`src/rtl/sym_lane_pipe_pkg.sv`:
```
// sym_pkg: function codes and lane-width helper shared by sym_lane and sym_lane_pipe
package sym_pkg;
  typedef enum logic [1:0] {
    SYM_F_ZERO = 2'd0,
    SYM_F_ONE  = 2'd1,
    SYM_F_X    = 2'd2,
    SYM_F_NEGX = 2'd3
  } sym_func_t;
  function automatic int lane_w(input int m, input int n);
    return m + n;
  endfunction
endpackage

```
`src/rtl/sym_lane_pipe_lane.sv`:
```
// sym_lane: combinational per-lane symmetry term; SYM_NEG_SAT_EN saturates -min in mode 3
module sym_lane
  import sym_pkg::*;
#(
  parameter int M = 4,
  parameter int N = 8,
  localparam int W = lane_w(M, N)
) (
  input  logic [W-1:0] x,
  input  logic         sign,
  input  logic [1:0]   func,
  output logic [W-1:0] s
);
  logic [W-1:0] one;
  logic [W-1:0] negx;
  assign one = W'(1) << N;
`ifdef SYM_NEG_SAT_EN
  logic [W:0] neg;
  assign neg  = -{x[W-1], x};
  // only -min overflows: the W+1-bit result then disagrees in its top two bits
  assign negx = (neg[W] != neg[W-1]) ? {1'b0, {(W-1){1'b1}}} : neg[W-1:0];
`else
  assign negx = -x;
`endif
  assign s = !sign             ? '0   :
             func == SYM_F_ONE  ? one :
             func == SYM_F_X    ? x   :
             func == SYM_F_NEGX ? negx : '0;
endmodule

```
`src/rtl/sym_lane_pipe.sv`:
```
// sym_lane_pipe: LANES-wide 2-stage valid/ready pipeline of sym_lane terms (SYM_NEG_SAT_EN honoured in sym_lane)
module sym_lane_pipe
  import sym_pkg::*;
#(
  parameter int M     = 4,
  parameter int N     = 8,
  parameter int LANES = 4,
  localparam int W = lane_w(M, N)
) (
  input  logic               clk,
  input  logic               rst,
  input  logic               in_valid,
  output logic               in_ready,
  input  logic [LANES*W-1:0] in_x,
  input  logic [LANES-1:0]   in_sign,
  input  logic [1:0]         in_func,
  output logic               out_valid,
  input  logic               out_ready,
  output logic [LANES*W-1:0] out_s,
  output logic               busy
);
  logic               s1_v, s2_v, s1_adv, s2_adv;
  logic [LANES*W-1:0] s1_x, s_comb;
  logic [LANES-1:0]   s1_sign;
  logic [1:0]         s1_func;
  assign s2_adv    = ~s2_v | out_ready;
  assign s1_adv    = ~s1_v | s2_adv;
  assign in_ready  = s1_adv;
  assign out_valid = s2_v;
  assign busy      = s1_v | s2_v;
  for (genvar i = 0; i < LANES; i++) begin : g_lane
    sym_lane #(.M(M), .N(N)) u_lane (
      .x   (s1_x[i*W +: W]),
      .sign(s1_sign[i]),
      .func(s1_func),
      .s   (s_comb[i*W +: W])
    );
  end
  always_ff @(posedge clk) begin
    if (rst) begin
      s1_v  <= 1'b0;
      s2_v  <= 1'b0;
      out_s <= '0;
    end else begin
      if (s1_adv) s1_v <= in_valid;
      if (s1_adv && in_valid) begin
        s1_x    <= in_x;
        s1_sign <= in_sign;
        s1_func <= in_func;
      end
      if (s2_adv) s2_v <= s1_v;
      if (s2_adv && s1_v) out_s <= s_comb;
    end
  end
endmodule

```
`config.mk`:
```
export PLATFORM = sky130hd
export DESIGN_NAME = sym_lane_pipe
export DESIGN_NICKNAME = d
export VERILOG_FILES = /design/src/rtl/sym_lane_pipe_pkg.sv /design/src/rtl/sym_lane_pipe_lane.sv /design/src/rtl/sym_lane_pipe.sv
export SDC_FILE = /design/constraint.sdc
export NUM_CORES = 1
export LEC_CHECK = 0
export CAP_MARGIN = 20
export CORE_ASPECT_RATIO = 1.1
export CORE_MARGIN = 2
export CORE_UTILIZATION = 53
export DETAILED_ROUTE_END_ITERATION = 16
export HOLD_SLACK_MARGIN = 0.03
export PLACE_DENSITY_LB_ADDON = 0.08
export SLEW_MARGIN = 25
export SYNTH_ARGS = -nofsm -noshare
export SYNTH_HDL_FRONTEND = slang
export SYNTH_SLANG_ARGS = --single-unit
```
`constraint.sdc`:
```
create_clock -name clk -period 5.7 [get_ports clk]
set_clock_uncertainty 0.15 [all_clocks]
set_input_delay 0.855 -clock clk [delete_from_list [all_inputs] [get_ports clk]]
set_output_delay 0.855 -clock clk [all_outputs]
set_load 0.01 [all_outputs]
```
=== After elaboration in Yosys (flattened, before gate mapping) ===
Cells that the tools add are included.

* Add/sub/neg operators: 4
* Eq/ne operators: 3
* Mux-type cells: 16
* Bitwise logic cells: 6
* Reduce and logical (&&, ||, !) cells: 3

{| class="wikitable"
|+ Operators with widths
! operator !! count
|-
| 12-bit two-way mux || 16
|-
| 12-bit negation || 4
|-
| 2-bit equality test, second input constant || 2
|-
| 1-bit inverter || 3
|-
| 1-bit OR || 3
|-
| 2-bit by 1-bit equality test with 1-bit output, second input constant || 1
|-
| 1-bit logical AND || 2
|-
| 2-bit AND reduction || 1
|}

* Register bits after elaboration: 104
* Output and inout port bits: 51
* Logic and storage cells: 38

=== Depth between registers and ports, before layout ===
* Word-level depth: 5
* Mapped depth: 6

=== Hierarchy ===
A second synthesis with hierarchy kept.

* Cells, all modules: 550
* Area total of the unflattened synthesis: 5630.4 sq um

{| class="wikitable"
|+ Modules (own cells, without submodules)
! module !! instances !! cells each !! area each (sq um) !! seq. area each (sq um)
|-
| sym_lane_pipe || 1 || 274 || 3883.7 || 2622.5
|-
| sym_lane || 4 || 69 || 436.7 || 0.0
|}

=== Worst setup path after synthesis ===
OpenSTA, ideal clock, no wires.

* Path type: input-to-reg
* From: input port rst
* To: register s1_func[0], enable pin
* Setup time: 418 ps
* Arrival: 2612 ps
* Data required time: 5132 ps
* Path slack: 2521 ps
* Stages on the path: 3
* Path through: clkbuf_1 > clkbuf_1 > and3b_1

* Word-level cells in the longest chain between the ends: 2

{| class="wikitable"
|+ RTL lines
! what !! RTL line !! source
|-
| start, declared || sym_lane_pipe.sv:11 || <nowiki>input logic rst,</nowiki>
|-
| 1-bit inverter (no source line) || -- ||
|-
| 2-bit AND reduction (no source line) || -- ||
|-
| end signal, assigned || sym_lane_pipe.sv:49 || <nowiki>s1_func <= in_func;</nowiki>
|-
| end, declared || sym_lane_pipe.sv:25 || <nowiki>logic [1:0] s1_func;</nowiki>
|}

No other way between the ends.
A chain may end at the register's enable or synchronous reset.

=== Final worst setup path ===
* From: input port out_ready
* To: output port in_ready

* Word-level cells in the longest chain between the ends: 2

{| class="wikitable"
|+ RTL lines
! what !! RTL line !! source
|-
| start, declared || sym_lane_pipe.sv:18 || <nowiki>input logic out_ready,</nowiki>
|-
| 1-bit OR || sym_lane_pipe.sv:26 || <nowiki>assign s2_adv = ~s2_v | out_ready;</nowiki>
|-
| 1-bit OR || sym_lane_pipe.sv:27 || <nowiki>assign s1_adv = ~s1_v | s2_adv;</nowiki>
|-
| end, declared || sym_lane_pipe.sv:13 || <nowiki>output logic in_ready,</nowiki>
|}

No other way between the ends.

==> metrics.md <==
| Metric | Value |
|---|---|
| Avg Inst Size Synth | `around 12 µm²` |
| Reg2reg start | `s1_x[38]` |
| Worst-Margin Slew | `approximately 0.74 ns` |
| Ports | `~110` |
| Clock buffer count from CTS | `9` |
| FF-to-FF path depth | `4` |
| RR Endpoint | `out_s[44]` |
| TritonCTS Sinks | `~100` |
| Critical path startpoint | `out_ready` |
| RSZ-0062 raised after global routing | `false` |
| Status | `finished clean` |
| Starting density of the core | `0.551` |
| Core footprint | `~0.0080 mm²` |
| Register area share after synthesis | `0.599` |
| First drt pass iteration count | `4` |
| Synth warn | `0` |
| Synth Register Bits | `approximately 100` |
| Top-count cell post-synth | `edfxtp_1` |
| CTS hold repair buffers | `0` |
| HP Class | `flop to flop` |
| CP required | `around 4.7 ns` |
| # Max-Cap Violations | `0` |
| Post-route ant nets | `0` |
| I/O Buffers | `108` |
| CTS tree | `built` |
| Fillers | `between 600 and 700` |
| LEAKAGE | `approximately 1.9 nW` |
| Ant. Diodes | `0` |
| Critical Path Sink | `in_ready` |
| Nets | `540` |
| Final Util | `0.724` |
| Critical Path End Type | `output port` |
| Detailed-route via count | `between 3000 and 4000` |
| Setup TNS Final | `0 ns` |
| Root buf cell | `clkbuf_8` |
| Worst relative slew slack | `0.506` |
| Die area | `around 0.0090 mm²` |
| PwrDens | `approximately 250 mW/mm²` |
| First-pass GRT wire length | `between 15000 and 20000 µm` |
| Cts repair resizes | `0` |
| Hpwl dp | `7050 µm` |
| Area of the multi-input gates | `roughly 0.0017 mm²` |
| Reg2reg setup slack | `roughly 3.4 ns` |
| Crit path kind | `primary input to output port` |
| Post-synth ARST share | `0` |
| Synth cell types | `38` |
| Vias/cell | `between 5 and 6` |
| H-tree depth | `3` |
| Hold Vio Cnt, Final | `0` |
| Top_reg_cell synth | `edfxtp_1` |
| Vias in the first global route | `between 3000 and 4000` |
| WL per Instance | `about 16 µm` |
| Largest net degree at the start of global routing | `47` |
| Cell Area, Synth | `between 0.004 and 0.005 mm²` |
| Post-CTS Setup Bufs | `0` |
| Yosys top cell area share | `0.370` |
| Top cells by count, synth | `edfxtp_1, dfxtp_1, xnor2_1, nand2_1, or3_1` |
| Area leader, netlist | `edfxtp_1` |
| Net count after synthesis | `around 440` |
| Minimum clock period | `3.08 ns` |
| Site Rows | `34` |
| Crit path max fanout | `3` |
| Worst skew pair latency | `around 0.36 ns` |
| Final Wtd Congestion | `about 0.87` |
| CP Launch Type | `primary input` |
| Syn-to-layout area delta | `31.4%` |
| Overflow after GRT | `0` |
| Initial antenna violation count | `0` |
| VDD IR max | `175 µV` |
| Number of flops mapped to enable cells by yosys | `54` |
| Chip height | `99.4 µm` |
| CTS Buffer Depth | `2` |
| Top cells by area, synth | `edfxtp_1, dfxtp_1, xnor2_1` |
| Critical path arrival | `a little over 2 ns` |
| Seq. cell area | `between 0.002 and 0.003 mm²` |
| Synth Instances | `373` |
| DR iter-0 viols | `approximately 140` |
| Layout cells sized above 1 | `0.0663` |
| F_max | `between 0.3 and 0.4 GHz` |
| Clock transition at path regs | `roughly 0.09 ns` |
| Die Wd | `a little over 90 µm` |
| WL final | `between 9000 and 10000 µm` |
| DRC violations left | `0` |
| Final setup violation count | `0` |
| Max-slew violation count | `0` |
| Final period utilization | `0.540` |
| GRT Util Overall | `0.215` |
[layout by cell type, fill, tap and decap left out, types with 3 or more instances in the layout]
master / instances
xnor2_1: 28
or4_1: 6
a21oi_1: 25
buf_4: 5
nor3_1: 4
o21ai_0: 12
a22o_1: 24
xor2_1: 6
nor2b_1: 7
nand3_1: 3
ha_1: 4
or3_1: 26
clkbuf_8: 10
inv_1: 10
dfxtp_1: 50
clkdlybuf4s50_1: 108
o31ai_1: 12
nor2_1: 5
nand2_1: 27
mux2i_1: 4
a211o_1: 4
edfxtp_1: 54
o41ai_1: 8
nor3b_1: 5
nand2b_1: 3
or2_2: 9
[logic make-up (layout without fill, tap and decap cells)]
| kind of cell | count (synthesis) | in the layout | synth area share |
|---|---|---|---|
| and+or+nand+nor | 104 | 104 | 0.136 |
| DFF | 104 | 104 | 0.599 |
| muxes | 4 | 4 | 0.00914 |
| AOI/OAI and AO/OA | 94 | 94 | 0.152 |
| adders and majority gates | 4 | 4 | 0.0114 |
| buffers and inverters | 29 | 139 | 0.0251 |
| xor gates and xnor gates | 34 | 34 | 0.0680 |
[worst min path at each step]
stage,endpoint,cells past startpoint,slack (ns),start
after floorplan,out_s[40],2,0.33,out_s[40]
after global placement,out_s[2],2,0.29,out_s[2]
after detailed placement,out_s[0],2,0.29,out_s[0]
after CTS,out_s[0],2,0.31,out_s[0]
after global routing,out_s[2],2,0.32,out_s[2]
final,out_s[38],2,0.30,out_s[38]
[report_power, final]
group          internal [W]  switching [W]
sequential         0.000814      0.0000192
clock              0.000199       0.000241
combinational     0.0000797      0.0000632
total               0.00109       0.000323
[layout make-up]
| class | instances | area share |
|---|---|---|
| repair buffers | 113 | 0.194 |
| clock buffers | 13 | 0.0296 |
| clock inverters | 3 | 0.00413 |
| flip-flops and latches | 104 | 0.455 |
| multi-input cells | 240 | 0.287 |
| well taps | 108 | 0.0235 |
| inverters | 10 | 0.00652 |
[through the flow]
stage               setup slack (ns)  cell area, µm²  total power, W  hold WS [ns]  instances
floorplan                       2.52            4380        0.000918         0.326        373
global placement                2.57            5560        0.000989         0.289        575
detailed placement              2.54            5560        0.000994         0.294        575
CTS                             2.62            5760         0.00142         0.305        591
global route                    2.56            5760         0.00147         0.325        591
finish                          2.62            5760         0.00142         0.304        591
[critical path, stage by stage]
cell             delay [ns]
clkdlybuf4s50_1        0.42
nor2b_1                0.20
nand2_1                0.10
clkdlybuf4s50_1        0.49
[sequential cells by signal (all words and copies together), names as in the netlist]
name and cells:
out_valid 1, s1_sign 4, s1_x 48, s1_func 2
out_s 48, s1_v 1
[per-layer routing]
metal / wire, µm / GRT usage / share of wire / vias to the layer above
met2: 5160 / 0.401 / 0.54 / 94
li1: - / - / - / 1598
met1: 3710 / 0.240 / 0.39 / 1526
met3: 439 / 0.0417 / 0.046 / 18
met4: 221 / 0.0876 / 0.023 / 0
met5: 0 / 0 / 0 / -
No activity file was read; power rests on OpenSTA's default activity.
==> RTL change (config.mk and constraints unchanged) <==
Build with the macro `SYM_NEG_SAT_EN` defined.
--- a/src/rtl/sym_lane_pipe_lane.sv
+++ b/src/rtl/sym_lane_pipe_lane.sv
@@ -1,4 +1,6 @@
 // sym_lane: combinational per-lane symmetry term; SYM_NEG_SAT_EN saturates -min in mode 3
+`define SYM_NEG_SAT_EN
+
 module sym_lane
   import sym_pkg::*;
 #(
Function: changed (Yosys sat finds a counterexample within 4 cycles, from zero or initial values and one cycle with rst high).
==> RTL change against the original RTL <==
  * Critical path depth stayed put
  * First-iteration DRC count is 50% higher
  * Sequential share of layout area is 4.0 points lower
  * Sequential cell count stayed put
  * Power is 12% higher
  * Routed wire length is 25% higher
  * Cell area is 9.8% higher
  * Worst setup slack worse by 0.36 ns
  * Synthesized area is 13% higher
  * Highest routed layer unchanged
==> RTL change: results (changes against the original RTL) <==
* Outcome: completed
* R2r endpoint: out_s[14]
* Worst Setup EP: s1_x[9]
* Sequential area share after synthesis at 53.08% (-6.8 points)
* Total power draw at 1588 uW (+12%)
* Area fraction in compound gates after synthesis at 17.80% (+2.6 points)
* Synth Area in XOR/XNOR at 1.241% (-5.6 points)
* Synth Area in Adders at 2.026% (+0.88 points)
* Mapped Cells at 491 (+32%)
* Post-synth top cells: 65 x nand2_1, 54 x edfxtp_1, 50 x dfxtp_1
* Fin crit share at 60.31% (+6.3 points)
* Iteration-0 DRC Markers at 214 (+50%)
* Worst-path maximum fanout at 43 (+40)
* Worst VDD drop at 0.1533 mV (-12%)
* M2 GR Usage at 39.98% (-0.15 points)
* Placed Area at 6065 um^2 (+9.0%)
* Cells on worst reg2reg path at 11 (+7)
* Largest net degree at the start of global routing at 83 (+77%)
* First-pass GRT wire length at 19220 um (+28%)
* Share of layout cells above drive strength 1 at 6.430% (-0.20 points)
* Vias per cell at 5.982 (+9.2%)
* Met2 WL at 6022 um (+17%)
* Critical path origin: rst
* Overall Global Routing Usage at 24.00% (+2.5 points)
* WL met3 at 623 um (+42%)
* Total Wirelength at 11920 um (+25%)
* Post-DP HPWL at 8019 um (+14%)
* Non-Filler Instances at 705 (+19%)
* Nets at 652 (+21%)
* Post-synthesis mux area share at 2.355% (+1.4 points)
* HP Start: out_s[40]
## RTL change: cell types whose count changed in the layout (fill, tap and decap cells not counted), sizes merged, moves of 11 or more
cell | before | now
a21oi | 25 | 44
a22o | 24 | 2
xnor2 | 28 | 3
o31ai | 12 | 1
nor2 | 5 | 28
o21ai | 12 | 32
nand2 | 27 | 65
## RTL change: power by group
part	switching, uW	leakage (uW)	internal, uW
sequential	27.0	0.000912	816
clock	247	0.000125	337
combinational	78.6	0.00108	82.2
total	352	0.00212	1240
## RTL change: layout make-up
| type | count | area (um^2) |
|---|---|---|
| Clock buffer | 12 | 135.1 |
| Clock inverter | 4 | 120.1 |
| Fill cell | 730 | 2644 |
| Inverter | 11 | 41.29 |
| Multi-Input combinational cell | 349 | 2155 |
| Sequential cell | 104 | 2623 |
| Tap cell | 114 | 142.6 |
| Timing Repair Buffer | 111 | 1104 |
## RTL change: worst max-delay path: stages
cell,delay (ns)
clkdlybuf4s50_1,0.91
inv_1,0.51
and3_2,0.45
buf_4,0.53
